<file path="src/rtl/sram_rw_array_if.sv">
//------------------------------------------------------------------------------
// sram_rw_array_if
//
// Request/response bundle between the digital request logic and the
// sram_rw_array controller. The write and read ports are independent.
//
//   master : request side (drives wr_req/wr_addr/wr_data, rd_req/rd_addr)
//   slave  : the array controller (drives wr_ack, rd_valid, rd_data, busy)
//
// Signals:
//   wr_req      write request (level)        wr_ack    write committed pulse
//   wr_addr     write row                    rd_valid  rd_data valid pulse
//   wr_data     write word                   rd_data   sensed word (held)
//   rd_req      read request (level)         busy      either FSM not idle
//   rd_addr     read row
//
// Optional (macro SRAM_PARITY_EN defined):
//   wr_par_flip invert the stored parity bit of this write
//   rd_perr     parity mismatch flag, qualified by rd_valid
//------------------------------------------------------------------------------
interface sram_rw_array_if #(
    parameter int ADDR_W = 4,
    parameter int COLS   = 8
);
    logic              wr_req;
    logic [ADDR_W-1:0] wr_addr;
    logic [COLS-1:0]   wr_data;
    logic              wr_ack;
    logic              rd_req;
    logic [ADDR_W-1:0] rd_addr;
    logic              rd_valid;
    logic [COLS-1:0]   rd_data;
    logic              busy;
`ifdef SRAM_PARITY_EN
    logic              wr_par_flip;
    logic              rd_perr;
`endif

    modport master (
        output wr_req, wr_addr, wr_data, rd_req, rd_addr,
`ifdef SRAM_PARITY_EN
        output wr_par_flip,
        input  rd_perr,
`endif
        input  wr_ack, rd_valid, rd_data, busy
    );

    modport slave (
        input  wr_req, wr_addr, wr_data, rd_req, rd_addr,
`ifdef SRAM_PARITY_EN
        input  wr_par_flip,
        output rd_perr,
`endif
        output wr_ack, rd_valid, rd_data, busy
    );
endinterface

</file>
<file path="src/rtl/sram_rw_array.sv">
//------------------------------------------------------------------------------
// sram_rw_array
//
// Behavioural model of an array of SRAM cells with separate write and read
// ports, plus the clocked controller that sequences them. The write port
// drives the write bitlines/wordline for WR_CYC cycles and commits the row.
// The read port precharges per-column bitline pairs (integer mV), opens the
// wordline so the side storing 0 discharges, and resolves each column with a
// differential compare. Both ports run independently and concurrently.
//
// Ports:
//   clk    clock, all state updates on the rising edge
//   rst_n  synchronous active-low reset
//   bus    sram_rw_array_if.slave (write/read request and response signals)
//
// Optional feature macro: SRAM_PARITY_EN
//   Defined   : each row also stores an even-parity bit; bus.wr_par_flip
//               inverts it at acceptance, bus.rd_perr flags a mismatch.
//   Undefined : no parity storage; timing is identical.
//------------------------------------------------------------------------------
module sram_rw_array #(
    parameter int ROWS     = 16,
    parameter int COLS     = 8,
    parameter int ADDR_W   = 4,
    parameter int WR_CYC   = 2,
    parameter int PRE_CYC  = 1,
    parameter int WL_CYC   = 4,
    parameter int VDD_MV   = 1500,
    parameter int DROP_MV  = 100,
    parameter int SENSE_MV = 250
) (
    input  logic           clk,
    input  logic           rst_n,
    sram_rw_array_if.slave bus
);

    // One counter width serves all three phase counters (each counts 0..CYC-1).
    localparam int CNT_MAX = (WR_CYC > PRE_CYC)
                           ? ((WR_CYC > WL_CYC) ? WR_CYC : WL_CYC)
                           : ((PRE_CYC > WL_CYC) ? PRE_CYC : WL_CYC);
    localparam int CNT_W   = (CNT_MAX < 2) ? 1 : $clog2(CNT_MAX);

    typedef logic [CNT_W-1:0] cnt_t;

    localparam cnt_t WR_LAST  = cnt_t'(WR_CYC - 1);
    localparam cnt_t PRE_LAST = cnt_t'(PRE_CYC - 1);
    localparam cnt_t WL_LAST  = cnt_t'(WL_CYC - 1);
    localparam cnt_t CNT_ONE  = cnt_t'(1);

    typedef enum logic [1:0] {
        W_IDLE,
        W_DRIVE,
        W_ACK
    } w_state_e;

    typedef enum logic [1:0] {
        R_IDLE,
        R_PRE,
        R_WL,
        R_SENSE
    } r_state_e;

    // Saturating discharge of one bitline by one wordline cycle.
    function automatic int sat_drop(input int mv);
        return (mv > DROP_MV) ? (mv - DROP_MV) : 0;
    endfunction

    function automatic int abs_diff(input int a, input int b);
        return (a > b) ? (a - b) : (b - a);
    endfunction

    //--------------------------------------------------------------------------
    // Cell array
    //--------------------------------------------------------------------------
    // NOTE: the storage array is deliberately left out of reset; it only has a
    // power-up value, so a reset never disturbs stored data.
    logic [COLS-1:0] mem_q [ROWS] = '{default: '0};
`ifdef SRAM_PARITY_EN
    logic            par_mem_q [ROWS] = '{default: 1'b0};
`endif

    //--------------------------------------------------------------------------
    // Write port
    //--------------------------------------------------------------------------
    w_state_e          w_state_q, w_state_d;
    cnt_t              w_cnt_q, w_cnt_d;
    logic [ADDR_W-1:0] wr_addr_q, wr_addr_d;
    logic [COLS-1:0]   wr_data_q, wr_data_d;
    logic              mem_we;
    logic              wr_in_range;
`ifdef SRAM_PARITY_EN
    logic              wr_par_q, wr_par_d;
`endif

    assign wr_in_range = (int'(wr_addr_q) < ROWS);

    // NOTE: every output of a combinational block gets a default before the
    // case statement, so no path leaves a variable unassigned (no latches).
    always_comb begin
        w_state_d = w_state_q;
        w_cnt_d   = w_cnt_q;
        wr_addr_d = wr_addr_q;
        wr_data_d = wr_data_q;
        mem_we    = 1'b0;
`ifdef SRAM_PARITY_EN
        wr_par_d  = wr_par_q;
`endif
        case (w_state_q)
            W_IDLE: begin
                if (bus.wr_req) begin
                    wr_addr_d = bus.wr_addr;
                    wr_data_d = bus.wr_data;
`ifdef SRAM_PARITY_EN
                    wr_par_d  = (^bus.wr_data) ^ bus.wr_par_flip;
`endif
                    w_cnt_d   = '0;
                    w_state_d = W_DRIVE;
                end
            end
            W_DRIVE: begin
                if (w_cnt_q == WR_LAST) begin
                    // Out-of-range rows are dropped but still acknowledged.
                    mem_we    = wr_in_range;
                    w_state_d = W_ACK;
                end else begin
                    w_cnt_d = w_cnt_q + CNT_ONE;
                end
            end
            W_ACK:   w_state_d = W_IDLE;
            default: w_state_d = W_IDLE;
        endcase
    end

    // NOTE: sequential state uses non-blocking assignments so every register
    // samples the pre-edge value of every other register.
    always_ff @(posedge clk) begin
        if (!rst_n) begin
            w_state_q <= W_IDLE;
            w_cnt_q   <= '0;
            wr_addr_q <= '0;
            wr_data_q <= '0;
`ifdef SRAM_PARITY_EN
            wr_par_q  <= 1'b0;
`endif
        end else begin
            w_state_q <= w_state_d;
            w_cnt_q   <= w_cnt_d;
            wr_addr_q <= wr_addr_d;
            wr_data_q <= wr_data_d;
`ifdef SRAM_PARITY_EN
            wr_par_q  <= wr_par_d;
`endif
        end
    end

    // A reset arriving on the commit edge aborts the write.
    always_ff @(posedge clk) begin
        if (rst_n && mem_we) begin
            mem_q[wr_addr_q] <= wr_data_q;
`ifdef SRAM_PARITY_EN
            par_mem_q[wr_addr_q] <= wr_par_q;
`endif
        end
    end

    //--------------------------------------------------------------------------
    // Read port
    //--------------------------------------------------------------------------
    r_state_e          r_state_q, r_state_d;
    cnt_t              r_cnt_q, r_cnt_d;
    logic [ADDR_W-1:0] rd_addr_q, rd_addr_d;
    logic [COLS-1:0]   snap_q, snap_d;
    int                bl_q [COLS];
    int                bl_d [COLS];
    int                blb_q [COLS];
    int                blb_d [COLS];
    logic [COLS-1:0]   rd_data_q, rd_data_d;
    logic              rd_valid_q, rd_valid_d;
    logic              all_sensed;
    logic              rd_in_range;
    logic [COLS-1:0]   rd_row;
`ifdef SRAM_PARITY_EN
    logic              snap_par_q, snap_par_d;
    logic              rd_perr_q, rd_perr_d;
    logic              rd_row_par;
`endif

    assign rd_in_range = (int'(rd_addr_q) < ROWS);
    // Out-of-range reads snapshot an all-zero row and so sense all zeros.
    assign rd_row      = rd_in_range ? mem_q[rd_addr_q] : '0;
`ifdef SRAM_PARITY_EN
    assign rd_row_par  = rd_in_range ? par_mem_q[rd_addr_q] : 1'b0;
`endif

    always_comb begin
        r_state_d  = r_state_q;
        r_cnt_d    = r_cnt_q;
        rd_addr_d  = rd_addr_q;
        snap_d     = snap_q;
        bl_d       = bl_q;
        blb_d      = blb_q;
        rd_data_d  = rd_data_q;
        rd_valid_d = 1'b0;
        all_sensed = 1'b1;
`ifdef SRAM_PARITY_EN
        snap_par_d = snap_par_q;
        rd_perr_d  = 1'b0;
`endif
        case (r_state_q)
            R_IDLE: begin
                if (bus.rd_req) begin
                    rd_addr_d = bus.rd_addr;
                    r_cnt_d   = '0;
                    r_state_d = R_PRE;
                end
            end
            R_PRE: begin
                bl_d  = '{default: VDD_MV};
                blb_d = '{default: VDD_MV};
                if (r_cnt_q == PRE_LAST) begin
                    // Row is captured on the edge entering R_WL; a commit on
                    // that same edge is therefore not visible to this read.
                    snap_d    = rd_row;
`ifdef SRAM_PARITY_EN
                    snap_par_d = rd_row_par;
`endif
                    r_cnt_d   = '0;
                    r_state_d = R_WL;
                end else begin
                    r_cnt_d = r_cnt_q + CNT_ONE;
                end
            end
            R_WL: begin
                // The side holding 0 discharges; exit once every column has
                // developed enough differential, or at the cycle limit.
                for (int c = 0; c < COLS; c++) begin
                    if (snap_q[c]) begin
                        blb_d[c] = sat_drop(blb_q[c]);
                    end else begin
                        bl_d[c] = sat_drop(bl_q[c]);
                    end
                    if (abs_diff(bl_d[c], blb_d[c]) < SENSE_MV) begin
                        all_sensed = 1'b0;
                    end
                end
                if (all_sensed || (r_cnt_q == WL_LAST)) begin
                    r_state_d = R_SENSE;
                end else begin
                    r_cnt_d = r_cnt_q + CNT_ONE;
                end
            end
            R_SENSE: begin
                // A column with no differential keeps its previous bit.
                for (int c = 0; c < COLS; c++) begin
                    if (bl_q[c] > blb_q[c]) begin
                        rd_data_d[c] = 1'b1;
                    end else if (bl_q[c] < blb_q[c]) begin
                        rd_data_d[c] = 1'b0;
                    end
                end
                rd_valid_d = 1'b1;
`ifdef SRAM_PARITY_EN
                rd_perr_d  = (^rd_data_d) ^ snap_par_q;
`endif
                r_state_d  = R_IDLE;
            end
            default: r_state_d = R_IDLE;
        endcase
    end

    always_ff @(posedge clk) begin
        if (!rst_n) begin
            r_state_q  <= R_IDLE;
            r_cnt_q    <= '0;
            rd_addr_q  <= '0;
            snap_q     <= '0;
            bl_q       <= '{default: VDD_MV};
            blb_q      <= '{default: VDD_MV};
            rd_data_q  <= '0;
            rd_valid_q <= 1'b0;
`ifdef SRAM_PARITY_EN
            snap_par_q <= 1'b0;
            rd_perr_q  <= 1'b0;
`endif
        end else begin
            r_state_q  <= r_state_d;
            r_cnt_q    <= r_cnt_d;
            rd_addr_q  <= rd_addr_d;
            snap_q     <= snap_d;
            bl_q       <= bl_d;
            blb_q      <= blb_d;
            rd_data_q  <= rd_data_d;
            rd_valid_q <= rd_valid_d;
`ifdef SRAM_PARITY_EN
            snap_par_q <= snap_par_d;
            rd_perr_q  <= rd_perr_d;
`endif
        end
    end

    //--------------------------------------------------------------------------
    // Outputs
    //--------------------------------------------------------------------------
    assign bus.wr_ack   = (w_state_q == W_ACK);
    assign bus.rd_valid = rd_valid_q;
    assign bus.rd_data  = rd_data_q;
    assign bus.busy     = (w_state_q != W_IDLE) || (r_state_q != R_IDLE);
`ifdef SRAM_PARITY_EN
    assign bus.rd_perr  = rd_perr_q;
`endif

endmodule

</file>
<file path="src/flat_wrapper.sv">
// flat-port wrapper written by rule: the top's interface ports become plain ports
module sram_rw_array_flat 
#(
    parameter int ROWS     = 16,
    parameter int COLS     = 8,
    parameter int ADDR_W   = 4,
    parameter int WR_CYC   = 2,
    parameter int PRE_CYC  = 1,
    parameter int WL_CYC   = 4,
    parameter int VDD_MV   = 1500,
    parameter int DROP_MV  = 100,
    parameter int SENSE_MV = 250
)
  (clk, rst_n, bus_wr_req, bus_wr_addr, bus_wr_data, bus_rd_req, bus_rd_addr, bus_wr_ack, bus_rd_valid, bus_rd_data, bus_busy);
  sram_rw_array_if #(.ADDR_W(ADDR_W), .COLS(COLS)) bus_i ();
  input  logic clk;
  input  logic rst_n;
  input wire logic [$bits(bus_i.wr_req)-1:0] bus_wr_req;
  input wire logic [$bits(bus_i.wr_addr)-1:0] bus_wr_addr;
  input wire logic [$bits(bus_i.wr_data)-1:0] bus_wr_data;
  input wire logic [$bits(bus_i.rd_req)-1:0] bus_rd_req;
  input wire logic [$bits(bus_i.rd_addr)-1:0] bus_rd_addr;
  output wire logic [$bits(bus_i.wr_ack)-1:0] bus_wr_ack;
  output wire logic [$bits(bus_i.rd_valid)-1:0] bus_rd_valid;
  output wire logic [$bits(bus_i.rd_data)-1:0] bus_rd_data;
  output wire logic [$bits(bus_i.busy)-1:0] bus_busy;
  assign bus_i.wr_req = bus_wr_req;
  assign bus_i.wr_addr = bus_wr_addr;
  assign bus_i.wr_data = bus_wr_data;
  assign bus_i.rd_req = bus_rd_req;
  assign bus_i.rd_addr = bus_rd_addr;
  assign bus_wr_ack = bus_i.wr_ack;
  assign bus_rd_valid = bus_i.rd_valid;
  assign bus_rd_data = bus_i.rd_data;
  assign bus_busy = bus_i.busy;
  sram_rw_array #(.ROWS(ROWS), .COLS(COLS), .ADDR_W(ADDR_W), .WR_CYC(WR_CYC), .PRE_CYC(PRE_CYC), .WL_CYC(WL_CYC), .VDD_MV(VDD_MV), .DROP_MV(DROP_MV), .SENSE_MV(SENSE_MV)) u_core (.clk(clk), .rst_n(rst_n), .bus(bus_i));
endmodule
</file>
<file path="config.mk">
export PLATFORM = sky130hd
export DESIGN_NAME = sram_rw_array_flat
export DESIGN_NICKNAME = d
export VERILOG_FILES = /design/src/rtl/sram_rw_array_if.sv /design/src/rtl/sram_rw_array.sv /design/src/flat_wrapper.sv
export SDC_FILE = /design/constraint.sdc
export NUM_CORES = 2
export LEC_CHECK = 0
export CORE_MARGIN = 2
export CORE_UTILIZATION = 64
export DETAILED_ROUTE_END_ITERATION = 6
export GPL_TIMING_DRIVEN = 0
export HOLD_SLACK_MARGIN = 0.06
export PLACE_DENSITY = 0.87
export SLEW_MARGIN = 20
export SYNTH_ARGS = -nofsm -noshare
export SYNTH_HDL_FRONTEND = slang
export SYNTH_SLANG_ARGS = --single-unit
</file>
<file path="constraint.sdc">
create_clock -name clk -period 8.7 [get_ports clk]
set_clock_uncertainty 0.2 [all_clocks]
set_input_delay 1.305 -clock clk [delete_from_list [all_inputs] [get_ports clk]]
set_output_delay 1.305 -clock clk [all_outputs]
set_load 0.05 [all_outputs]
</file>
# Yosys cells after proc, flatten, opt, wreduce, memory -nomap -nowiden
# Memory sizes are Yosys's and may differ from the RTL's. A register that Yosys moved wholly into a read port is not among the register bits.
# Index checks and enable logic that the tools add are counted.
totals:
  register_bits: 545
  ramBits: 128
  inputBits: 20
  memories: 1
classes:
  add_sub_neg: 34
  n_lt_le_gt_ge: 48
  n_eq_ne: 14
  muxes: 102
  n_reduce_logical: 35
memory_table:
  columns: ["name", "depth", "word_bits", "read_ports", "rd_clocked_by_memory_dff", "write_ports", "line_no", "rtl"]
  rows:
  - ["u_core.mem_q", 16, 8, 1, 1, 1, "sram_rw_array.sv:77", "logic [COLS-1:0] mem_q [ROWS] = '{default: '0};"]
ops:
  columns: ["op", "count"]
  rows:
  - ["two-way mux 32 bit", 56]
  - ["case mux 256 bit (2 select lines)", 2]
  - ["greater-than comparator 32 bit", 16]
  - ["greater-than comparator 32 x 8 -> 1 bit (second input constant)", 16]
  - ["subtractor 32 bit", 16]
  - ["subtractor 32 x 8 -> 32 bit (second input constant)", 16]
  - ["< comparator 32 bit", 8]
  - ["< comparator 32 x 9 -> 1 bit (second input constant)", 8]
  - ["two-way mux 1 bit", 30]
  - ["AND reduction 2 bit", 12]
  - ["nonzero test 2 bit", 12]
  - ["two-way mux 2 bit", 10]
  - ["AND reduction 3 bit", 3]
  - ["== test 2 bit (second input constant)", 4]
  - ["inequality test 2 bit (second input constant)", 4]
  - ["case mux 2 bit (2 select lines)", 2]
  - ["case mux 2 bit (4 select lines)", 1]
  - ["== test 2 x 1 -> 1 bit (second input constant)", 3]
  - ["logical NOT 2 bit", 3]
  - ["inequality test 2 x 1 -> 1 bit (second input constant)", 3]
  - ["case mux 2 bit (3 select lines)", 1]
  - ["adder 2 x 1 -> 2 bit (second input constant)", 2]
  - ["nonzero test 3 bit", 1]
  - ["logical OR 1 bit", 2]
  - ["2 further kinds", 2]

# Logic depth before layout (Yosys ltp)
logic_depth:
  depth_word: 19
  ltp_mapped: 33
  ltp_nobuf: 30

# Worst setup path before layout
# OpenSTA, ideal clock, no wires.
synth_timing:
  path_type: "register to register"
  from: "register u_core.bl_q[40] (netlist bit)"
  to: "register u_core.r_cnt_q[0]"
  setup_ns: 0.120
  arrival_ns: 7.226
  t_required_ns: 8.380
  path_slack_ns: 1.154
  stages_incl_launch_ff: 34
  n_path_buf: 4
  cell_sequence: "dfxtp_1 -> clkbuf_1 -> or4_1 -> nor2_1 -> nand2_1 -> or3_1 -> nor4_1 -> nand2b_1 -> nor3_1 -> nand2_1 -> nor3_1 -> xnor2_1 -> or2_2 -> inv_1 -> ha_1 -> clkbuf_1 -> nand2_1 -> nor4_1 -> o311ai_0 -> a32o_1 -> or2_2 -> clkbuf_1 -> clkbuf_1 -> or3_1 -> o31ai_1 -> nor2_1 -> mux2_2 -> a311o_1 -> a31o_2 -> or4_1 -> nor3_1 -> and4_4 -> nor3_1 -> a211o_1"
synth_between:
  elab_chain_cells: 13
synth_rtl:
  columns: ["element", "line_no", "rtl"]
  rows:
  - ["start: declaration", "sram_rw_array.sv:173", "int bl_q [COLS];"]
  - ["start signal: assignment", "sram_rw_array.sv:290", "bl_q <= bl_d;"]
  - ["subtractor 32 x 8 -> 32 bit / greater-than comparator 32 x 8 -> 1 bit (equally long branches)", "sram_rw_array.sv:65", "return (mv > DROP_MV) ? (mv - DROP_MV) : 0;"]
  - ["two-way mux 32 bit", "sram_rw_array.sv:65", null]
  - ["two-way mux 32 bit (*)", "sram_rw_array.sv:237", "if (snap_q[c]) begin"]
  - ["two-way mux 32 bit (*)", "sram_rw_array.sv:209", "case (r_state_q)"]
  - ["subtractor 32 bit / greater-than comparator 32 bit (equally long branches)", "sram_rw_array.sv:69", "return (a > b) ? (a - b) : (b - a);"]
  - ["two-way mux 32 bit (*)", "sram_rw_array.sv:69", null]
  - ["< comparator 32 x 9 -> 1 bit (*)", "sram_rw_array.sv:242", "if (abs_diff(bl_d[c], blb_d[c]) < SENSE_MV) begin"]
  - ["two-way mux 1 bit (*) (2 in series)", "sram_rw_array.sv:242", null]
  - ["two-way mux 1 bit (*)", "sram_rw_array.sv:209", null]
  - ["logical OR 1 bit (*)", "sram_rw_array.sv:246", "if (all_sensed || (r_cnt_q == WL_LAST)) begin"]
  - ["inequality test 2 bit (no line) (*)", null, null]
  - ["AND reduction 3 bit (no line) (*)", null, null]
  - ["end signal: assignment", "sram_rw_array.sv:287", "r_cnt_q <= r_cnt_d;"]
  - ["end: declaration", "sram_rw_array.sv:170", "cnt_t r_cnt_q, r_cnt_d;"]
# Every way passes the cells marked *; elsewhere a longest branch is shown, timed or not. The select of a mux whose other input is x is not followed.
# A chain may end at the register's enable or synchronous reset.

# Worst setup path in the final report
layout_timing:
  from: "register u_core.bl_q[233] (netlist bit)"
  to: "register u_core.r_cnt_q[1]"
layout_between:
  elab_chain_cells: 19
layout_rtl:
  columns: ["element", "line_no"]
  rows:
  - ["subtractor 32 x 8 -> 32 bit / greater-than comparator 32 x 8 -> 1 bit (equally long branches)", "sram_rw_array.sv:65"]
  - ["two-way mux 32 bit", "sram_rw_array.sv:65"]
  - ["two-way mux 32 bit (*)", "sram_rw_array.sv:237"]
  - ["two-way mux 32 bit (*)", "sram_rw_array.sv:209"]
  - ["subtractor 32 bit / greater-than comparator 32 bit (equally long branches)", "sram_rw_array.sv:69"]
  - ["two-way mux 32 bit (*)", "sram_rw_array.sv:69"]
  - ["< comparator 32 x 9 -> 1 bit (*)", "sram_rw_array.sv:242"]
  - ["two-way mux 1 bit (*) (8 in series)", "sram_rw_array.sv:242"]
  - ["two-way mux 1 bit (*)", "sram_rw_array.sv:209"]
  - ["logical OR 1 bit (*)", "sram_rw_array.sv:246"]
  - ["inequality test 2 bit (no line) (*)", null]
  - ["AND reduction 3 bit (no line) (*)", null]
# Marked as above.

==> results.sh <==
export IMPL_syn_inst=10000
export IMPL_io_pins=31
export IMPL_ys_ff_latch=681
export IMPL_crit_required_ns=9.01
export IMPL_violations="design-rule violations"
export IMPL_synth_area_um2=72400
export IMPL_path_max_fanout=10
export IMPL_slew_violations=0
export IMPL_fillers=9488
export IMPL_syn_to_final_growth_pct=8.39
export IMPL_clock_latency_ns=0.71
export IMPL_drc=3
export IMPL_holdBufCountCts=0
export IMPL_maxSlewHeadroom=0.101
export IMPL_fmax_mhz=116
export IMPL_holdCritPathClass="flip-flop to flip-flop"
export IMPL_path_class="flip-flop to flip-flop"
export IMPL_worst_slew_pin_slew_ns=1.35
export IMPL_grt_pass1_vias=72700
export IMPL_port_buffers=30
export IMPL_fin_nets=11000
export IMPL_die_area_um2=116000
export IMPL_use_met3=0.104
export IMPL_cts_max_path_buffers=3
export IMPL_leakagePower_nw=35.6
export IMPL_grt_usage=0.442
export IMPL_cp_arrival_ns=8.95
export IMPL_grt_util_met2=0.671
export IMPL_p_per_area_nw_per_um2=265
export IMPL_async_reset_ff_frac=0
export IMPL_finalCriticalPeriod_ns=8.64
export IMPL_rows=123
export IMPL_multiInputGateArea_um2=52800
export IMPL_final_area_um2=78500
export IMPL_drive_gt1_frac=0.0529
export IMPL_clkSlewWorstSetupHoldPaths_ns=0.06
export IMPL_clock_root_buffer="clkbuf_16"
export IMPL_die_x_um=340
export IMPL_cts_tree="built"
export IMPL_wirelength_um=270000
export IMPL_cts_sinks=681
export IMPL_seqCellArea_um2=14900
export IMPL_gr_usage_met1=0.580
export IMPL_synthFlopType="dfxtp_1"
export IMPL_ir_worst_vdd_v=0.000347
export IMPL_fin_setup_tns_ns=0
export IMPL_synth_warnings=0
export IMPL_ctsHtreeMaxLevel=3
export IMPL_placed_cell_area_um2=74700
export IMPL_cts_inserted_buffers=81
export IMPL_grt_overflow=0
export IMPL_grt_pass1_wl_um=411000
export IMPL_vias=78700
export IMPL_start_util=0.645
export IMPL_setup_viol=0
export IMPL_gp_congestion=1.04
export IMPL_dr_pass1_iters=7
export IMPL_power_w=0.0208
export IMPL_setup_worst_path_start_class="flip-flop"
export IMPL_hold_viol=0
export IMPL_drv_cap=0
export IMPL_synth_seq_area_share=0.206
export IMPL_first_iter_violations=11100
export IMPL_grt_max_degree=18
export IMPL_vias_per_cell=6.73
export IMPL_coreArea_um2=112000
export IMPL_antenna_found_initial=14
export IMPL_synth_nets=10900
export IMPL_floorplan_die_height_um=340
export IMPL_hpwlAfterDp_um=208000
export IMPL_post_drt_wl_per_cell_um=23.1
export IMPL_finalCritPeriodShare=0.993
export IMPL_outcome="finished, violations left"
export IMPL_detail_route_antenna_nets=0
export IMPL_top_usage_layer="met2"
export IMPL_setup_worst_path_end_class="flip-flop"
export IMPL_ys_types=93
export IMPL_synth_area_per_cell_um2=7.23
export IMPL_synth_edf_count=128
power by group:
part / total, W / switching [W] / leakage [nW] / internal [W]
Combinational: 0.0138 / 0.00882 / 28.6 / 0.00496
Sequential: 0.00336 / 0.0000895 / 5.61 / 0.00327
Clock: 0.00369 / 0.00156 / 1.38 / 0.00213
Total: 0.0208 / 0.0105 / 35.6 / 0.0104
cell families after synthesis:
| logic type | count (synthesis) | synth area share |
|---|---|---|
| mux | 136 | 0.0262 |
| flops | 681 | 0.206 |
| simple gates | 3582 | 0.245 |
| fa+ha+maj | 817 | 0.143 |
| buf+inv | 1462 | 0.0764 |
| compound gates | 2844 | 0.243 |
| xor+xnor | 496 | 0.0600 |
per-layer routing:
| layer | vias to the layer above | wire length [um] |
|---|---|---|
| met4 | 8 | 17200 |
| li1 | 35700 | - |
| met1 | 36700 | 105000 |
| met5 | - | 64 |
| met2 | 5258 | 114000 |
| met3 | 1067 | 33900 |
synthesized netlist by cell type, types with 75 or more instances:
cell | count | share of area
a21oi_1 | 950 | 0.066
inv_1 | 927 | 0.048
nor2_1 | 888 | 0.046
nand2_1 | 856 | 0.044
ha_1 | 801 | 0.14
o21ai_0 | 581 | 0.040
dfxtp_1 | 553 | 0.15
clkbuf_1 | 436 | 0.023
xnor2_1 | 392 | 0.047
o22ai_1 | 332 | 0.029
nor2b_1 | 283 | 0.024
and2_1 | 268 | 0.023
nor3_1 | 255 | 0.018
nand4_1 | 215 | 0.019
nand2b_1 | 187 | 0.016
a21o_1 | 184 | 0.019
nand3_1 | 167 | 0.012
nor4_1 | 150 | 0.013
edfxtp_1 | 128 | 0.053
xor2_1 | 104 | 0.013
o21a_1 | 78 | 0.0081
o211ai_1 | 75 | 0.0078
repair_timing:
| action | CTS | global route |
|---|---|---|
| endpoints found under the setup margin | 4 | 4 |
| resized for setup | 88 | 167 |
| setup buffers | 3 | 18 |
| pin swaps | 5 | 17 |
worst max-delay path, cell delays in order (launching register included):
cell      delay, ns
dfxtp_1        0.38
or4_1          0.63
nor4_1         0.81
a41o_2         0.48
nor2b_1        0.15
clkbuf_2       0.25
clkbuf_4       0.30
nand2b_1       0.16
ha_1           0.18
inv_1          0.06
fa_1           0.46
a21o_1         0.21
a221oi_2       0.42
o31ai_2        0.17
o21a_1         0.22
o211ai_1       0.19
and2_1         0.18
clkbuf_4       0.24
clkbuf_2       0.38
mux2i_1        0.29
o21ai_0        0.13
nor4b_2        0.75
nor4_4         0.14
a311oi_4       0.40
and4_4         0.34
mux2i_1        0.20
o311ai_1       0.11
through the flow:
step / worst slack, ns / hold WS (ns) / instances / util
5_1_grt: -0.123 / 0.311 / 11700 / 0.699
4_1_cts: 0.00423 / 0.283 / 11700 / 0.693
3_3_place_gp: -1.68 / 0.265 / 11500 / 0.664
3_5_place_dp: -1.66 / 0.273 / 11600 / 0.665
2_1_floorplan: 1.15 / 0.252 / 10000 / -
6_report: 0.0604 / 0.282 / 11700 / 0.699
cell usage in the layout, fill, tap and decap left out, drive strengths merged, types with 271 or more instances in the layout:
master	instances
a21oi	950
and2	271
clkbuf	512
dfxtp	553
ha	801
inv	932
nand2	856
nor2	888
nor2b	283
o21ai	586
o22ai	332
xnor2	392
final cells by class:
type                       count  share of cell area
antenna                       10            0.000319
buffer                       501              0.0263
clock buffer                 102              0.0282
clock inverter                42             0.00786
inverter                     928              0.0444
multi-input combinational   7875               0.673
sequential                   681               0.190
tap                         1500              0.0239
timing repair buffer          54             0.00633
worst paths after layout:
kind,slack (ns),depth (start not counted),startpoint,to
max,0.06,26,u_core.bl_q[233],u_core.r_cnt_q[1]
min,0.28,2,u_core.blb_q[139],u_core.blb_q[139]
max reg2reg,0.06,26,u_core.bl_q[233],u_core.r_cnt_q[1]
min reg2reg,0.28,2,u_core.blb_q[139],u_core.blb_q[139]
flip-flops by register name (all words and copies together), names as in the netlist:
name / count
u_core.bl_q: 256
u_core.blb_q: 256
u_core.mem_q: 128
u_core.bus.rd_data: 8
u_core.snap_q: 8
u_core.wr_data_q: 8
u_core.rd_addr_q: 4
u_core.wr_addr_q: 4
u_core.r_cnt_q: 2
u_core.r_state_q: 2
u_core.w_cnt_q: 2
u_core.w_state_q: 2
u_core.bus.rd_valid: 1
No activity file was read; power rests on OpenSTA's default activity.
